## src/rtl/pipe_stall_ctrl.sv

```systemverilog
// rtl/pipe_stall_ctrl.sv - prioritized stall/flush sequencer with MEM wait FSM; PIPE_STALL_PERF_EN adds perf counters
module pipe_stall_ctrl #(
  parameter int unsigned MEM_TIMEOUT = 255,
  parameter int unsigned CNT_W       = 32
) (
  input  logic             clk_i,
  input  logic             rst_i,
  input  logic             load_use_hazard_i,
  input  logic             branch_taken_i,
  input  logic             dmem_req_i,
  input  logic             dmem_ready_i,
  output logic             pc_write_o,
  output logic             if_id_write_o,
  output logic             if_id_flush_o,
  output logic             id_ex_write_o,
  output logic             id_ex_bubble_o,
  output logic             ex_mem_write_o,
  output logic             mem_wb_bubble_o,
  output logic             mem_timeout_o,
  output logic [CNT_W-1:0] stall_cnt_o,
  output logic [CNT_W-1:0] flush_cnt_o
);

  localparam int unsigned WAIT_W = $clog2(MEM_TIMEOUT + 1);
  localparam logic [WAIT_W-1:0] WAIT_MAX  = WAIT_W'(MEM_TIMEOUT);
  localparam logic [WAIT_W-1:0] WAIT_LAST = WAIT_W'(MEM_TIMEOUT - 1);

  typedef enum logic [1:0] {
    ST_RUN      = 2'd0,
    ST_MEM_WAIT = 2'd1,
    ST_ERROR    = 2'd2
  } state_t;

  state_t            r_state;
  state_t            w_next_state;
  logic [WAIT_W-1:0] r_wait_cnt;
  logic              w_mem_stall;
  logic              w_freeze;

  assign w_mem_stall = dmem_req_i && !dmem_ready_i;
  // ERROR holds the whole pipeline; otherwise only an unfinished access freezes it
  assign w_freeze    = (r_state == ST_ERROR) || w_mem_stall;

  // State register and MEM_WAIT cycle counter (cleared outside MEM_WAIT, saturating inside)
  always_ff @(posedge clk_i) begin
    if (rst_i) begin
      r_state    <= ST_RUN;
      r_wait_cnt <= '0;
    end else begin
      r_state <= w_next_state;
      if (r_state != ST_MEM_WAIT) begin
        r_wait_cnt <= '0;
      end else if (r_wait_cnt != WAIT_MAX) begin
        r_wait_cnt <= r_wait_cnt + 1'b1;
      end
    end
  end

  // Next state: the cycle that completes the MEM_TIMEOUT-th wait without ready enters ERROR
  always_comb begin
    w_next_state = r_state;
    case (r_state)
      ST_RUN: begin
        if (w_mem_stall) w_next_state = ST_MEM_WAIT;
      end
      ST_MEM_WAIT: begin
        if (dmem_ready_i)              w_next_state = ST_RUN;
        else if (r_wait_cnt == WAIT_LAST) w_next_state = ST_ERROR;
      end
      ST_ERROR: w_next_state = ST_ERROR;
      default:  w_next_state = ST_RUN;
    endcase
  end

  // Output decode: reset, then freeze, then branch, then load-use, then normal flow
  always_comb begin
    pc_write_o      = 1'b1;
    if_id_write_o   = 1'b1;
    if_id_flush_o   = 1'b0;
    id_ex_write_o   = 1'b1;
    id_ex_bubble_o  = 1'b0;
    ex_mem_write_o  = 1'b1;
    mem_wb_bubble_o = 1'b0;
    mem_timeout_o   = 1'b0;
    if (rst_i) begin
      pc_write_o      = 1'b0;
      if_id_write_o   = 1'b0;
      if_id_flush_o   = 1'b1;
      id_ex_write_o   = 1'b0;
      id_ex_bubble_o  = 1'b1;
      ex_mem_write_o  = 1'b0;
      mem_wb_bubble_o = 1'b1;
    end else if (w_freeze) begin
      pc_write_o      = 1'b0;
      if_id_write_o   = 1'b0;
      id_ex_write_o   = 1'b0;
      ex_mem_write_o  = 1'b0;
      mem_wb_bubble_o = 1'b1;
      mem_timeout_o   = (r_state == ST_ERROR);
    end else if (branch_taken_i) begin
      if_id_flush_o  = 1'b1;
      id_ex_bubble_o = 1'b1;
    end else if (load_use_hazard_i) begin
      pc_write_o     = 1'b0;
      if_id_write_o  = 1'b0;
      id_ex_bubble_o = 1'b1;
    end
  end

`ifdef PIPE_STALL_PERF_EN
  logic [CNT_W-1:0] r_stall_cnt;
  logic [CNT_W-1:0] r_flush_cnt;
  logic             w_flush_win;

  assign w_flush_win = !w_freeze && branch_taken_i;

  // Performance counters: stalled-PC cycles and winning branch flushes, wrapping
  always_ff @(posedge clk_i) begin
    if (rst_i) begin
      r_stall_cnt <= '0;
      r_flush_cnt <= '0;
    end else begin
      if (!pc_write_o) r_stall_cnt <= r_stall_cnt + 1'b1;
      if (w_flush_win) r_flush_cnt <= r_flush_cnt + 1'b1;
    end
  end

  assign stall_cnt_o = r_stall_cnt;
  assign flush_cnt_o = r_flush_cnt;
`else
  assign stall_cnt_o = '0;
  assign flush_cnt_o = '0;
`endif

endmodule

```

## config.mk

```make
export PLATFORM = sky130hd
export DESIGN_NAME = pipe_stall_ctrl
export DESIGN_NICKNAME = d
export VERILOG_FILES = /design/src/rtl/pipe_stall_ctrl.sv
export SDC_FILE = /design/constraint.sdc
export NUM_CORES = 1
export LEC_CHECK = 0
export ABC_CLOCK_PERIOD_IN_PS = 2000
export CORE_ASPECT_RATIO = 0.7
export CORE_MARGIN = 2
export CORE_UTILIZATION = 40
export DETAILED_ROUTE_END_ITERATION = 8
export DONT_BUFFER_PORTS = 1
export PLACE_DENSITY = 0.54
export SKIP_CTS_REPAIR_TIMING = 1
export SLEW_MARGIN = 20
export SYNTH_ARGS = -nofsm -noshare
export SYNTH_HDL_FRONTEND = slang
export SYNTH_SLANG_ARGS = --single-unit
```

## constraint.sdc

```tcl
create_clock -name clk_i -period 2 [get_ports clk_i]
set_input_delay 0.4 -clock clk_i [delete_from_list [all_inputs] [get_ports clk_i]]
set_output_delay 0.4 -clock clk_i [all_outputs]
set_load 0.05 [all_outputs]
```

==> key figures <==
STA
  – Clock Skew: 6.774 ps
  – Post-route minimum period: 1755 ps
  – Worst Setup Slack, final: 245.4 ps
  – Final Hold Vio Count: 0
  – Final worst path period share: 87.73%
  – Final setup fails: 0
  – Setup TNS Final: 0 ps
  – Unrepaired setup endpoints after global routing: no
  – Max Slew Vio Count: 0
  – Max Fclk: 569.9 MHz

Die
  – Die height: 46.43 µm
  – DIE AREA: 2999 µm²
  – # IOs: 78
  – Die X: 64.61 µm
  – Initial Utilization: 41.83%
  – Core Box Area: 2459 µm²
  – Core Rows: 15

Global route
  – Pin count of the biggest net entering global routing: 9
  – Initial antenna violation count: 0
  – First-pass GRT wire length: 1876 µm
  – Total GRT Usage: 8.101%
  – GRT overflow: 0
  – Vias in the first global route: 437

Clocking
  – Clk buf depth: 2
  – Inserted Clock Buffers: 3
  – Clk root buf: clkbuf_8
  – TritonCTS clock tree: built
  – CTS sink cnt: 10
  – H-tree levels: 1
  – Clk_lat worst skew: 240 ps
  – Worst-path clk slew: 50 ps

Finish
  – Post-layout util: 37.20%
  – Share of cells above drive strength 1: 11.03%
  – Fill cells: 264
  – Fin nets: 146
  – ANT cells: 0
  – Syn-to-layout area delta: -11.07%
  – Fin area: 914.6 µm²

Placed design
  – GPL Wtd Cong: 0.7415
  – HPWL Detailed: 1072 µm
  – Buffers on Ports: 0
  – Dpl ws: 494.3 ps
  – Area after DPL: 873.3 µm²

Power and ir drop
  – Pwr dens: 806.7 nW/µm²
  – Pint: 0.0003515 W
  – Logic pwr share: 44.3%
  – Static leakage: 0.4481 nW
  – Overall power: 0.0007378 W
  – Psw: 0.0003863 W
  – Clock power share: 28.1%
  – Max IR drop VDD: 0.2382 mV
  – Seq pwr share: 27.6%
  – Switching portion of total power: 52.35%

Yosys
  – Commonest cells post-synth: 67 x buf_4, 10 x dfxtp_1, 6 x a21oi_1, 6 x inv_1
  – Synth Cell Area: 1028 µm²
  – Post-synth top area share: 48.91%
  – Synth cell types: 27
  – Async set-reset flop share out of synthesis: 0%
  – Dominant cell type by area after synthesis: buf_4
  – Area contributors post-synth: buf_4 49%, dfxtp_1 19%, a21oi_1 2.9%
  – Top_reg_cell synth: dfxtp_1
  – Mean Syn Cell Area: 7.851 µm²
  – Sequential share of the synthesized area: 19.46%
  – Most frequent cell after synthesis: buf_4
  – Yosys warns: 0
  – Synth Register Bits: 10
  – Mapped Cells: 131
  – Post-synth EDFFs: 0

Run
  – Max_cap viols: 0

Critical path
  – CP startpoint kind: register
  – Critical path type: reg2out
  – Arrival @ worst endpoint: 1350 ps
  – Critical path endpoint category: primary output
  – Critical Path RT: 1600 ps
  – Worst-path fanout max: 5

Min path
  – Hold Crit Class: in2reg

Detailed routing
  – Vias: 661
  – DRC violations left: 0
  – Wire per inst: 7.806 µm
  – First-pass detailed-route iteration total: 4
  – Iter 0 DRT Violations: 20
  – Vias per cell: 3.888
  – Total wire length: 1327 µm
  – ANT nets after route: 0

Run status
  – Status: complete, no violations
[final cells by class]
type | instances | area [µm²] | share of cell area [%]
multi-input cells | 111 | 543.0 | 59.37
flip-flops and latches | 10 | 200.2 | 21.89
repair buffers | 6 | 57.56 | 6.293
well taps | 34 | 42.54 | 4.651
clock buffers | 3 | 41.29 | 4.514
inverters | 6 | 30.03 | 3.283
[cell families after synthesis]
kind of cell    Yosys count  synth area share, %
fa+ha+maj                 2                2.433
compound gates           18                10.46
xor+xnor                  2                1.703
simple gates             25                14.48
flops                    10                19.46
other cells               1               0.3646
buf+inv                  73                51.09
[per-stage QoR]
step | instances | hold slack [ps]
final | 170 | 229.0
after global routing | 170 | 231.3
after CTS | 170 | 229.7
after detailed placement | 167 | 477.5
after global placement | 167 | 479.2
after floorplan | 194 | 469.1
[power by group through the flow]
| stage | combinational, W | clock [W] | sequential [W] |
|---|---|---|---|
| 2_1_floorplan | 0.000412 | 0 | 0.000207 |
| 3_3_place_gp | 0.000324 | 0 | 0.000207 |
| 3_5_place_dp | 0.000324 | 0 | 0.000207 |
| 4_1_cts | 0.000324 | 0.000211 | 0.000204 |
| 5_1_grt | 0.000337 | 0.000218 | 0.000204 |
| 6_report | 0.000326 | 0.000208 | 0.000204 |
[flip-flops by register name, indices dropped and copies added (netlist names)]
signal and cells:
r_wait_cnt 8, r_state 2
[final timing paths]
check	startpoint	end	slack, ps	cells after the start
hold reg to reg	r_state[0]	r_state[1]	530	2
setup reg to reg	r_wait_cnt[1]	r_wait_cnt[1]	500	4
hold / removal	rst_i	r_state[1]	230	1
setup / recovery	r_state[0]	pc_write_o	250	4
[critical path: stages (launching register included)]
cell,delay [ps]
dfxtp_1,370
nand2b_1,190
o211ai_1,170
a21oi_2,190
buf_12,190
[routing by layer]
| metal | up-vias | global-route usage, % | part of all wire [%] |
|---|---|---|---|
| li1 | 318 | - | - |
| met1 | 286 | 10.38 | 43 |
| met2 | 57 | 12.92 | 43 |
| met3 | 0 | 2.200 | 14 |
| met4 | 0 | 3.830 | 0 |
| met5 | - | 0 | 0 |
[placed cells by master (no fill, tap or decap), drive strengths merged, types with 2 or more instances in the layout]
master	count
buf	6
nor2	4
xnor2	2
clkbuf	3
and3	2
a21oi	6
conb	64
nand2	3
dfxtp	10
inv	6
nand3	4
a31oi	3
o21ai	5
nor3	3
nand4	3
nor4b	2
ha	2
(Power assumes the default switching activity.)
